<file path="config.mk">
export PLATFORM = sky130hd
export DESIGN_NAME = updown_mod_counter
export DESIGN_NICKNAME = d
export VERILOG_FILES = /design/src/rtl/updown_counter_pkg.sv /design/src/rtl/counter_prescaler.sv /design/src/rtl/updown_mod_counter.sv
export SDC_FILE = /design/constraint.sdc
export NUM_CORES = 1
export LEC_CHECK = 0
export ABC_AREA = 1
export ABC_CLOCK_PERIOD_IN_PS = 2200
export CAP_MARGIN = 20
export CORE_MARGIN = 5
export CORE_UTILIZATION = 45
export CTS_CLUSTER_DIAMETER = 120
export DETAILED_ROUTE_END_ITERATION = 10
export GPL_ROUTABILITY_DRIVEN = 0
export PLACE_DENSITY = 0.77
export SLEW_MARGIN = 10
export SYNTH_ARGS = -nofsm -noshare
export SYNTH_HDL_FRONTEND = slang
export SYNTH_SLANG_ARGS = --single-unit
</file>
<file path="constraint.sdc">
create_clock -name clk -period 2.2 [get_ports clk]
set_input_delay 0.55 -clock clk [delete_from_list [all_inputs] [get_ports clk]]
set_output_delay 0.55 -clock clk [all_outputs]
set_load 0.02 [all_outputs]
</file>
<file path="src/rtl/updown_counter_pkg.sv">
// rtl/updown_counter_pkg.sv - shared types and parameter legality check for updown_mod_counter
package updown_counter_pkg;

  typedef enum logic {CNT_DOWN = 1'b0, CNT_UP  = 1'b1} cnt_dir_e;
  typedef enum logic {CNT_WRAP = 1'b0, CNT_SAT = 1'b1} cnt_mode_e;

  // Evaluated at elaboration; a false result stops the build in the top module.
  function automatic bit cnt_params_ok(input int width, input longint max_val,
                                       input longint reset_val, input int prescale_div);
    longint top_val;
    top_val = (longint'(1) << width) - 1;
    return (width >= 2) && (width <= 31) &&
           (max_val >= 1) && (max_val <= top_val) &&
           (reset_val >= 0) && (reset_val <= max_val) &&
           (prescale_div >= 1);
  endfunction

endpackage

</file>
<file path="src/rtl/counter_prescaler.sv">
// rtl/counter_prescaler.sv - enabled-cycle divider producing one tick every PRESCALE_DIV enabled cycles
module counter_prescaler #(
  parameter int PRESCALE_DIV = 4
) (
  input  logic clk,
  input  logic rst_n,
  input  logic clr,
  input  logic en,
  output logic tick
);

  localparam int PW = $clog2(PRESCALE_DIV) + 1;
  localparam logic [PW-1:0] LAST = PW'(PRESCALE_DIV - 1);

  logic [PW-1:0] div_q;
  logic [PW-1:0] div_d;

  always_comb begin
    div_d = div_q;
    tick  = 1'b0;
    if (clr) begin
      div_d = '0;
    end else if (en) begin
      if (div_q == LAST) begin
        tick  = 1'b1;
        div_d = '0;
      end else begin
        div_d = div_q + PW'(1);
      end
    end
  end

  always_ff @(posedge clk or negedge rst_n) begin
    if (!rst_n) begin
      div_q <= '0;
    end else begin
      div_q <= div_d;
    end
  end

endmodule

</file>
<file path="src/rtl/updown_mod_counter.sv">
// rtl/updown_mod_counter.sv - up/down modulo counter with wrap/saturate, clear, load and event pulses
// Optional enabled-cycle prescaler via `define UPDOWN_COUNTER_PRESCALE_EN.
module updown_mod_counter
  import updown_counter_pkg::*;
#(
  parameter int WIDTH        = 8,
  parameter int MAX_VAL      = 2**WIDTH - 1,
  parameter int RESET_VAL    = 0,
  parameter int PRESCALE_DIV = 4
) (
  input  logic             clk,
  input  logic             rst_n,
  input  logic             clr,
  input  logic             load,
  input  logic [WIDTH-1:0] load_val,
  input  logic             en,
  input  logic             up_dn,
  input  logic             sat_mode,
  output logic [WIDTH-1:0] count,
  output logic             tc,
  output logic             wrap_pulse,
  output logic             sat_hit
);

  if (!cnt_params_ok(WIDTH, MAX_VAL, RESET_VAL, PRESCALE_DIV)) begin : g_param_check
    $error("updown_mod_counter: illegal WIDTH/MAX_VAL/RESET_VAL/PRESCALE_DIV");
  end

  localparam logic [WIDTH-1:0] MAX_C   = WIDTH'(MAX_VAL);
  localparam logic [WIDTH-1:0] RESET_C = WIDTH'(RESET_VAL);

  logic [WIDTH-1:0] count_q, count_d;
  logic             wrap_pulse_q, wrap_pulse_d;
  logic             sat_hit_q, sat_hit_d;
  logic             step_tick;
  logic             step;
  logic             at_limit;
  cnt_dir_e         dir;
  cnt_mode_e        mode;

`ifdef UPDOWN_COUNTER_PRESCALE_EN
  counter_prescaler #(
    .PRESCALE_DIV(PRESCALE_DIV)
  ) u_prescaler (
    .clk  (clk),
    .rst_n(rst_n),
    .clr  (clr | load),
    .en   (en),
    .tick (step_tick)
  );
`else
  assign step_tick = en;
`endif

  assign dir  = cnt_dir_e'(up_dn);
  assign mode = cnt_mode_e'(sat_mode);
  assign step = step_tick && !clr && !load;

  // Limit depends on the live direction, so tc follows up_dn even while held.
  assign at_limit = (dir == CNT_UP) ? (count_q == MAX_C) : (count_q == '0);

  always_comb begin
    count_d      = count_q;
    wrap_pulse_d = 1'b0;
    sat_hit_d    = 1'b0;
    if (clr) begin
      count_d = RESET_C;
    end else if (load) begin
      count_d = (load_val > MAX_C) ? MAX_C : load_val;
    end else if (step) begin
      if (!at_limit) begin
        count_d = (dir == CNT_UP) ? count_q + WIDTH'(1) : count_q - WIDTH'(1);
      end else if (mode == CNT_WRAP) begin
        count_d      = (dir == CNT_UP) ? '0 : MAX_C;
        wrap_pulse_d = 1'b1;
      end else begin
        sat_hit_d = 1'b1;
      end
    end
  end

  always_ff @(posedge clk or negedge rst_n) begin
    if (!rst_n) begin
      count_q      <= RESET_C;
      wrap_pulse_q <= 1'b0;
      sat_hit_q    <= 1'b0;
    end else begin
      count_q      <= count_d;
      wrap_pulse_q <= wrap_pulse_d;
      sat_hit_q    <= sat_hit_d;
    end
  end

  assign count      = count_q;
  assign tc         = at_limit;
  assign wrap_pulse = wrap_pulse_q;
  assign sat_hit    = sat_hit_q;

endmodule

</file>
==> results of run 1 <==
worst paths after layout:
path	endpoint	slack [ps]	cells after the start
max in group asynchronous	count[0]$_DFFE_PN0P_	1270	1
worst max-delay path	count[0]	150	2
min in group asynchronous	count[4]$_DFFE_PN0P_	600	1
worst min register to register	count[5]$_DFFE_PN0P_	590	2
worst max register to register	count[6]$_DFFE_PN0P_	330	13
worst min-delay path	count[5]$_DFFE_PN0P_	590	2
metal layers:
metal  vias up  global-route usage, %
met5         -                      0
met4         0                   5.96
met3         5                   2.04
met2        24                   33.6
met1       494                   21.1
li1        579                      -
layout make-up:
cell class,instances,share of cell area (%)
multi-input combinational,124,46.7
timing repair buffer,43,26.4
sequential,10,17.2
inverter,19,4.89
clock buffer,4,2.49
tap,28,2.40
per-stage QoR:
step	cells	utilization [%]	TNS, ps	cell area (sq um)
3_3_place_gp	224	65.6	-2150	1420
3_5_place_dp	224	65.6	-2430	1420
4_1_cts	228	67.2	0	1460
2_1_floorplan	153	-	0	1000
6_report	228	67.2	0	1460
5_1_grt	228	67.2	0	1460
power by group:
part           switching [uW]  leakage, uW  internal (uW)
Combinational             223     0.000644            203
Clock                    73.1    0.0000210            101
Sequential               26.2     0.000131            203
Total                     323     0.000796            507
cell usage in the layout, fill, tap and decap left out, types with 6 or more instances in the layout:
cell type / count
sky130_fd_sc_hd__nand2_1: 56
sky130_fd_sc_hd__clkdlybuf4s50_1: 23
sky130_fd_sc_hd__nor2_1: 18
sky130_fd_sc_hd__buf_4: 18
sky130_fd_sc_hd__inv_1: 17
sky130_fd_sc_hd__nand3_1: 12
sky130_fd_sc_hd__dfrtp_1: 10
sky130_fd_sc_hd__a21oi_1: 7
sky130_fd_sc_hd__ha_1: 6
flip-flops by register name, summed over array words and instances (netlist names):
| signal | flops |
|---|---|
| count | 8 |
| wrap_pulse | 1 |
| sat_hit | 1 |
critical path, stage by stage, from the launching register on:
cell,delay [ps]
sky130_fd_sc_hd__dfrtp_1,450
sky130_fd_sc_hd__buf_4,170
sky130_fd_sc_hd__clkdlybuf4s50_1,610
logic make-up after synthesis:
logic type	count (synthesis)
flip-flops	10
AO/OA/AOI/OAI	15
buffers and inverters	19
adder cells (fa/ha/maj)	7
XOR/XNOR	2
AND/OR/NAND/NOR	100
==> results.rst, run 1 <==
.. list-table::
   :header-rows: 1

   * - Metric
     - Value
   * - Run status
     - finished clean
   * - Portion of the post-synthesis area used by sequential elements
     - about a quarter
   * - Async S/R FF share, synth
     - 100%
   * - Worst path setup slack after routing
     - 147 ps
   * - Synth unique cells
     - 25
   * - Post-CTS Hold Fix Bufs
     - 0
   * - Combinational family with the most area after synthesis
     - simple AND/OR/NAND/NOR gates
   * - Maximum level of the CTS H-tree
     - 1
   * - Design Power
     - around 830 uW
   * - Synthesized cell area
     - between 1000 and 1500 sq um
   * - Ports placed on the boundary
     - 26
   * - TritonCTS clock tree
     - done
   * - Vias in the first global route
     - around 1100
   * - Clock Path Buffers
     - 2
   * - Post-place setup slack
     - -439 ps
   * - Syn Nets
     - approximately 180
   * - Setup violation total in the final timing report
     - 0
   * - Overall routing resource usage
     - 18.0%
   * - Maximum resistive drop on vdd
     - 412 uV
   * - Vias after detailed routing
     - 1102
   * - Clock-pin slew of the registers on the worst-case setup and hold paths
     - 70 ps
   * - Inserted Clock Buffers
     - 3
   * - Via/cell ratio
     - about 4.8
   * - Master cell of the clock root buffer
     - sky130_fd_sc_hd__clkbuf_4
   * - Max-Cap Viols
     - 0
   * - Worst hold path startpoint
     - count[5]$_DFFE_PN0P_
   * - Ratio of final minimum period to clock period
     - between 90% and 100%
   * - Cell area power density
     - 569 nW/um^2
   * - Number of cells upsized or downsized after cts
     - 4
   * - Fill cell instance count of the final layout
     - about 190
   * - Number of synthesis warnings
     - 0
   * - Detail Route met3 WL
     - ~87 um
   * - Setup crit start kind
     - flop
   * - Synthesized-area fraction occupied by xor and xnor cells
     - around 1.7%
   * - Std cell rows
     - 17
   * - Hold Violations, Final
     - 0
   * - Mux share of post-synthesis cell area
     - 0%
   * - Initial Utilization
     - between 40% and 50%
   * - Synth top cells by count
     - sky130_fd_sc_hd__nand2_1 (56), sky130_fd_sc_hd__nor2_1 (18), sky130_fd_sc_hd__inv_1 (17)
   * - Average cell area after synthesis
     - about 6.6 sq um
   * - Maximum fanout encountered on the critical timing path
     - 5
   * - RSZ-0062 raised after global routing
     - false
   * - Multi-input combinational cell area
     - ~680 sq um
   * - First drt pass iteration count
     - 6
   * - Area fraction of the dominant cell type after synthesis
     - between 20 and 25%
   * - Source-to-sink clock delay at the later pin of the worst-skew pair
     - between 200 and 300 ps
   * - Aggregate routed wire length
     - 2730 um
   * - Critical path launch point
     - count[0]$_DFFE_PN0P_
   * - Area of the core
     - 2170 sq um
   * - Minimum hold slack
     - 590 ps
   * - Number of antenna violations at the first check in global routing
     - 0
   * - Highest achievable clock rate
     - 0.487 GHz
   * - Maximum number of pins on one net before global-route repair
     - 11
   * - Min-delay worst type
     - flop to flop
   * - Synthesized instance count
     - 153
   * - Total grt overflow
     - 0
   * - Layout cell share with drive strength beyond 1
     - 19.5%
   * - Setup clock skew after layout
     - around 1.8 ps
   * - Top-count cell post-synth
     - sky130_fd_sc_hd__nand2_1
   * - Chip Height
     - ~57 um
   * - Critical Path RT
     - 1650 ps
   * - Critical path class
     - flop to output port
   * - # diodes
     - 0
   * - Number of buffers added for setup after CTS
     - 0
   * - Largest cells by area after synthesis
     - sky130_fd_sc_hd__dfrtp_1 (25%), sky130_fd_sc_hd__nand2_1 (21%), sky130_fd_sc_hd__ha_1 (7.5%), sky130_fd_sc_hd__nor2_1 (6.7%), sky130_fd_sc_hd__inv_1 (6.4%)
   * - Simple-gate share of the synthesized area
     - between 40% and 50%
   * - Detail Route Antenna Nets
     - 0
   * - Total clock sinks
     - 10
   * - Chip Width
     - around 57 um
   * - Placed wire-length estimate
     - ~2300 um
   * - Area growth from synthesis to layout
     - 45.6%
   * - Number of port buffers
     - 25
   * - Critical path capture point type
     - output port
   * - Routed met1 length
     - between 1000 and 1500 um
   * - Routed length on met2
     - 1430 um
   * - Adder-cell share of the synthesized area
     - about a tenth
   * - Final routed wire length divided by cell count
     - between 10 and 15 um
   * - Slew @ Worst Pin
     - around 500 ps
   * - Area enclosed by the die boundary
     - between 3000 and 4000 sq um
   * - Flip-flop and latch count after synthesis
     - 10
   * - Source of the worst register-to-register timing path
     - count[0]$_DFFE_PN0P_
   * - Number of max-slew violations in the final report
     - 0
   * - EDFF count, synth
     - 0
   * - Minimum clock period after layout
     - between 2000 and 2500 ps
   * - Top Metal Used
     - met4
   * - Compound-gate portion of the synthesized area
     - slightly above 9%
   * - Drc violations
     - 0
   * - Arrival time of the worst setup path
     - 1500 ps
   * - # nets final
     - about 220
   * - Library cell occupying the most area in the post-synthesis netlist
     - sky130_fd_sc_hd__dfrtp_1
   * - Predominant post-synthesis flop cell
     - sky130_fd_sc_hd__dfrtp_1
   * - Leakage power figure
     - between 0.0007 and 0.0008 uW
   * - Detailed router's first-iteration violation count
     - 22
   * - Slew margin rel.
     - around two thirds
   * - Register Area
     - around 250 sq um
   * - Global-route wire length before repair
     - approximately 4700 um
Power figures use the tool's default switching activity.
==> run 2, diff against run 1 <==
Settings changed: CORE_UTILIZATION 45 to 48, PLACE_DENSITY 0.77 to 0.81.
==> run 2 against run 1 <==
Net effect: sequential power is 2% higher; worst hold slack worse by 24 ps; die area is 5.2% lower; count of clock-buffer cells in the layout decreased by 1; sequential cell count unchanged; utilization is 5.5 points higher.
==> results.rst, run 2 (synthesized netlist as in run 1, its figures left out) <==
.. list-table::
   :header-rows: 1

   * - Metric
     - Value
   * - Ratio of final minimum period to clock period
     - 91.8% (-1.6 points)
   * - Area growth from synthesis to layout
     - 43.9%
   * - Cell-by-cell listing of the critical path
     - clkdlybuf4s15_1 > inv_1 > buf_4 > ha_1 > or2_2 > nand3b_1 > nand2_1 > nand2_1 > nand3_1 > nand2_1 > nand2_1 > nand2_1 > nand2_1
   * - Minimum hold slack
     - 565 ps (-24.2 ps)
   * - Category of cells accounting for the largest share of critical-path delay
     - simple AND/OR/NAND/NOR gates
   * - First drt pass iteration count
     - 4 (-2)
   * - Layout cell share with drive strength beyond 1
     - 18.8% (-0.72 points)
   * - Number of antenna violations at the first check in global routing
     - 0 (unchanged)
   * - Via/cell ratio
     - 5.04 (+4.2%)
   * - Worst path bufs/invs
     - 3 (+1)
   * - Source-to-sink clock delay at the later pin of the worst-skew pair
     - 260 ps (about the same)
   * - Inserted Clock Buffers
     - 3 (unchanged)
   * - R2r setup slk
     - 310 ps (-20 ps)
   * - Maximum fanout encountered on the critical timing path
     - 6 (+1)
   * - Max-Cap Viols
     - 0 (unchanged)
   * - Maximum number of pins on one net before global-route repair
     - 11 (unchanged)
   * - Clock Path Buffers
     - 2 (unchanged)
   * - Commonest non-fill, non-tap cells in the layout
     - sky130_fd_sc_hd__nand2_1 (56), sky130_fd_sc_hd__clkdlybuf4s50_1 (23), sky130_fd_sc_hd__nor2_1 (18)
   * - Detail Route Antenna Nets
     - 0 (unchanged)
   * - Master cell of the clock root buffer
     - sky130_fd_sc_hd__clkbuf_4
   * - # nets final
     - 221 (-0.90%)
   * - Slew margin rel.
     - 68.4% (+1.3 points)
   * - Chip Width
     - 55.7 um (-2.6%)
   * - Global-route wire length before repair
     - 4980 um (+6.0%)
   * - Vias after detailed routing
     - 1128 (+2.4%)
   * - Ports placed on the boundary
     - 26 (unchanged)
   * - Area enclosed by the die boundary
     - 3100 sq um (-5.2%)
   * - Post-place setup slack
     - -438 ps (+0.493 ps)
   * - Post-layout utilization of the core
     - 72.8% (+5.5 points)
   * - Hold Violations, Final
     - 0 (unchanged)
   * - Setup crit start kind
     - input pin
   * - Number of cells in the design after placement
     - 221 (-1.3%)
   * - Most common cell after layout, fill and taps aside
     - sky130_fd_sc_hd__nand2_1
   * - Clock-pin slew of the registers on the worst-case setup and hold paths
     - 60 ps (about the same)
   * - Total clock sinks
     - 10 (unchanged)
   * - Arrival time of the worst setup path
     - 2180 ps (+680 ps)
   * - Detailed router's first-iteration violation count
     - 24 (+9.1%)
   * - Critical path capture point type
     - flop
   * - Overall routing resource usage
     - 19.8% (+1.9 points)
   * - Drc violations
     - 0 (unchanged)
   * - Vias in the first global route
     - 1185 (+5.8%)
   * - Maximum resistive drop on vdd
     - 409 uV (-0.60%)
   * - Std cell rows
     - 16 (-1)
   * - # diodes
     - 0 (unchanged)
   * - RSZ-0062 raised after global routing
     - false
   * - Critical path class
     - input pin to flop
   * - Master of the slowest instance on the critical path
     - sky130_fd_sc_hd__ha_1
   * - Placed wire-length estimate
     - 2360 um (+3.3%)
   * - Delay of the slowest critical-path stage
     - 310 ps (-300 ps)
   * - Fin Setup TNS
     - 0 ps (unchanged)
   * - Post-CTS Hold Fix Bufs
     - 0 (unchanged)
   * - Number of port buffers
     - 25 (unchanged)
   * - Chip Height
     - 55.7 um (-2.6%)
   * - Most used cell, CP
     - sky130_fd_sc_hd__nand2_1
   * - TritonCTS clock tree
     - done
   * - Number of flip-flops under the largest register name
     - 8 (unchanged)
   * - Total grt overflow
     - 0 (unchanged)
   * - Run status
     - finished clean
   * - Aggregate routed wire length
     - 2830 um (+3.6%)
   * - Final routed wire length divided by cell count
     - 12.6 um (+5.4%)
   * - Leakage power figure
     - 0.000778 uW (-2.3%)
   * - Worst path setup slack after routing
     - 181 ps (+34.6 ps)
   * - Area of the core
     - 1980 sq um (-8.7%)
   * - Minimum clock period after layout
     - 2020 ps (-34.6 ps)
   * - Number of max-slew violations in the final report
     - 0 (unchanged)
   * - Highest achievable clock rate
     - 0.495 GHz (+1.7%)
   * - Post-route non-filler standard cell count
     - 224 (-1.8%)
   * - Maximum level of the CTS H-tree
     - 1 (unchanged)
   * - Min-delay worst type
     - flop to flop
   * - Setup clock skew after layout
     - 0.140 ps (-1.61 ps)
   * - Setup violation total in the final timing report
     - 0 (unchanged)
   * - Slew @ Worst Pin
     - 473 ps (-19.3 ps)
   * - Initial Utilization
     - 50.6% (+4.4 points)
   * - Cell area power density
     - 541 nW/um^2 (-4.9%)
   * - Critical Path RT
     - 2360 ps (+710 ps)
run 2: what timing repair did:
action	4_1_cts	5_1_grt
pin swaps	0	0
setup endpoints to repair	6	3
resized for setup	5	1
buffers inserted	0	0
run 2: stage by stage:
step	total power [uW]	area, sq um
final	780	1440
after global routing	847	1440
after CTS	787	1440
after detailed placement	656	1410
after global placement	638	1410
after floorplan	477	1000
run 2: per-layer routing:
| metal | GRT usage (%) | up-vias | wire (um) |
|---|---|---|---|
| met4 | 10.4 | 0 | 94 |
| met3 | 6.96 | 11 | 173 |
| met1 | 20.3 | 500 | 1120 |
| li1 | - | 574 | - |
| met5 | 0 | - | 0 |
| met2 | 35.1 | 43 | 1440 |
run 2: worst register-to-register path: stages, from the launching register on:
cell,delay (ps)
sky130_fd_sc_hd__dfrtp_1,500
sky130_fd_sc_hd__inv_1,100
sky130_fd_sc_hd__fa_1,440
sky130_fd_sc_hd__inv_1,80
sky130_fd_sc_hd__nand2_1,60
sky130_fd_sc_hd__nand2_1,80
sky130_fd_sc_hd__nand3b_1,130
sky130_fd_sc_hd__nand3_1,100
sky130_fd_sc_hd__nand3_1,80
sky130_fd_sc_hd__nand2_1,70
sky130_fd_sc_hd__nand2_1,50
sky130_fd_sc_hd__nand2_1,60
sky130_fd_sc_hd__nand2_1,40
run 2: layout make-up:
cell class / instances / area [sq um]
fill: 159 / 539
clock buffer: 3 / 22.5
inverter: 19 / 71.3
timing repair buffer: 41 / 372
multi-input combinational: 124 / 693
tap: 27 / 33.8
sequential: 10 / 250
run 2: where the power goes:
group / total [uW] / internal, uW / switching [uW]
Combinational: 425 / 202 / 223
Clock: 122 / 63.0 / 58.6
Sequential: 234 / 203 / 30.5
run 2: worst paths after layout:
check,startpoint,end,cells after the start
setup / recovery,up_dn,count[6]$_DFFE_PN0P_,13
hold / removal,count[6]$_DFFE_PN0P_,count[6]$_DFFE_PN0P_,2
setup reg to reg,count[0]$_DFFE_PN0P_,count[6]$_DFFE_PN0P_,12
hold reg to reg,count[6]$_DFFE_PN0P_,count[6]$_DFFE_PN0P_,2
max in group asynchronous,rst_n,count[2]$_DFFE_PN0P_,1
min in group asynchronous,rst_n,count[0]$_DFFE_PN0P_,1
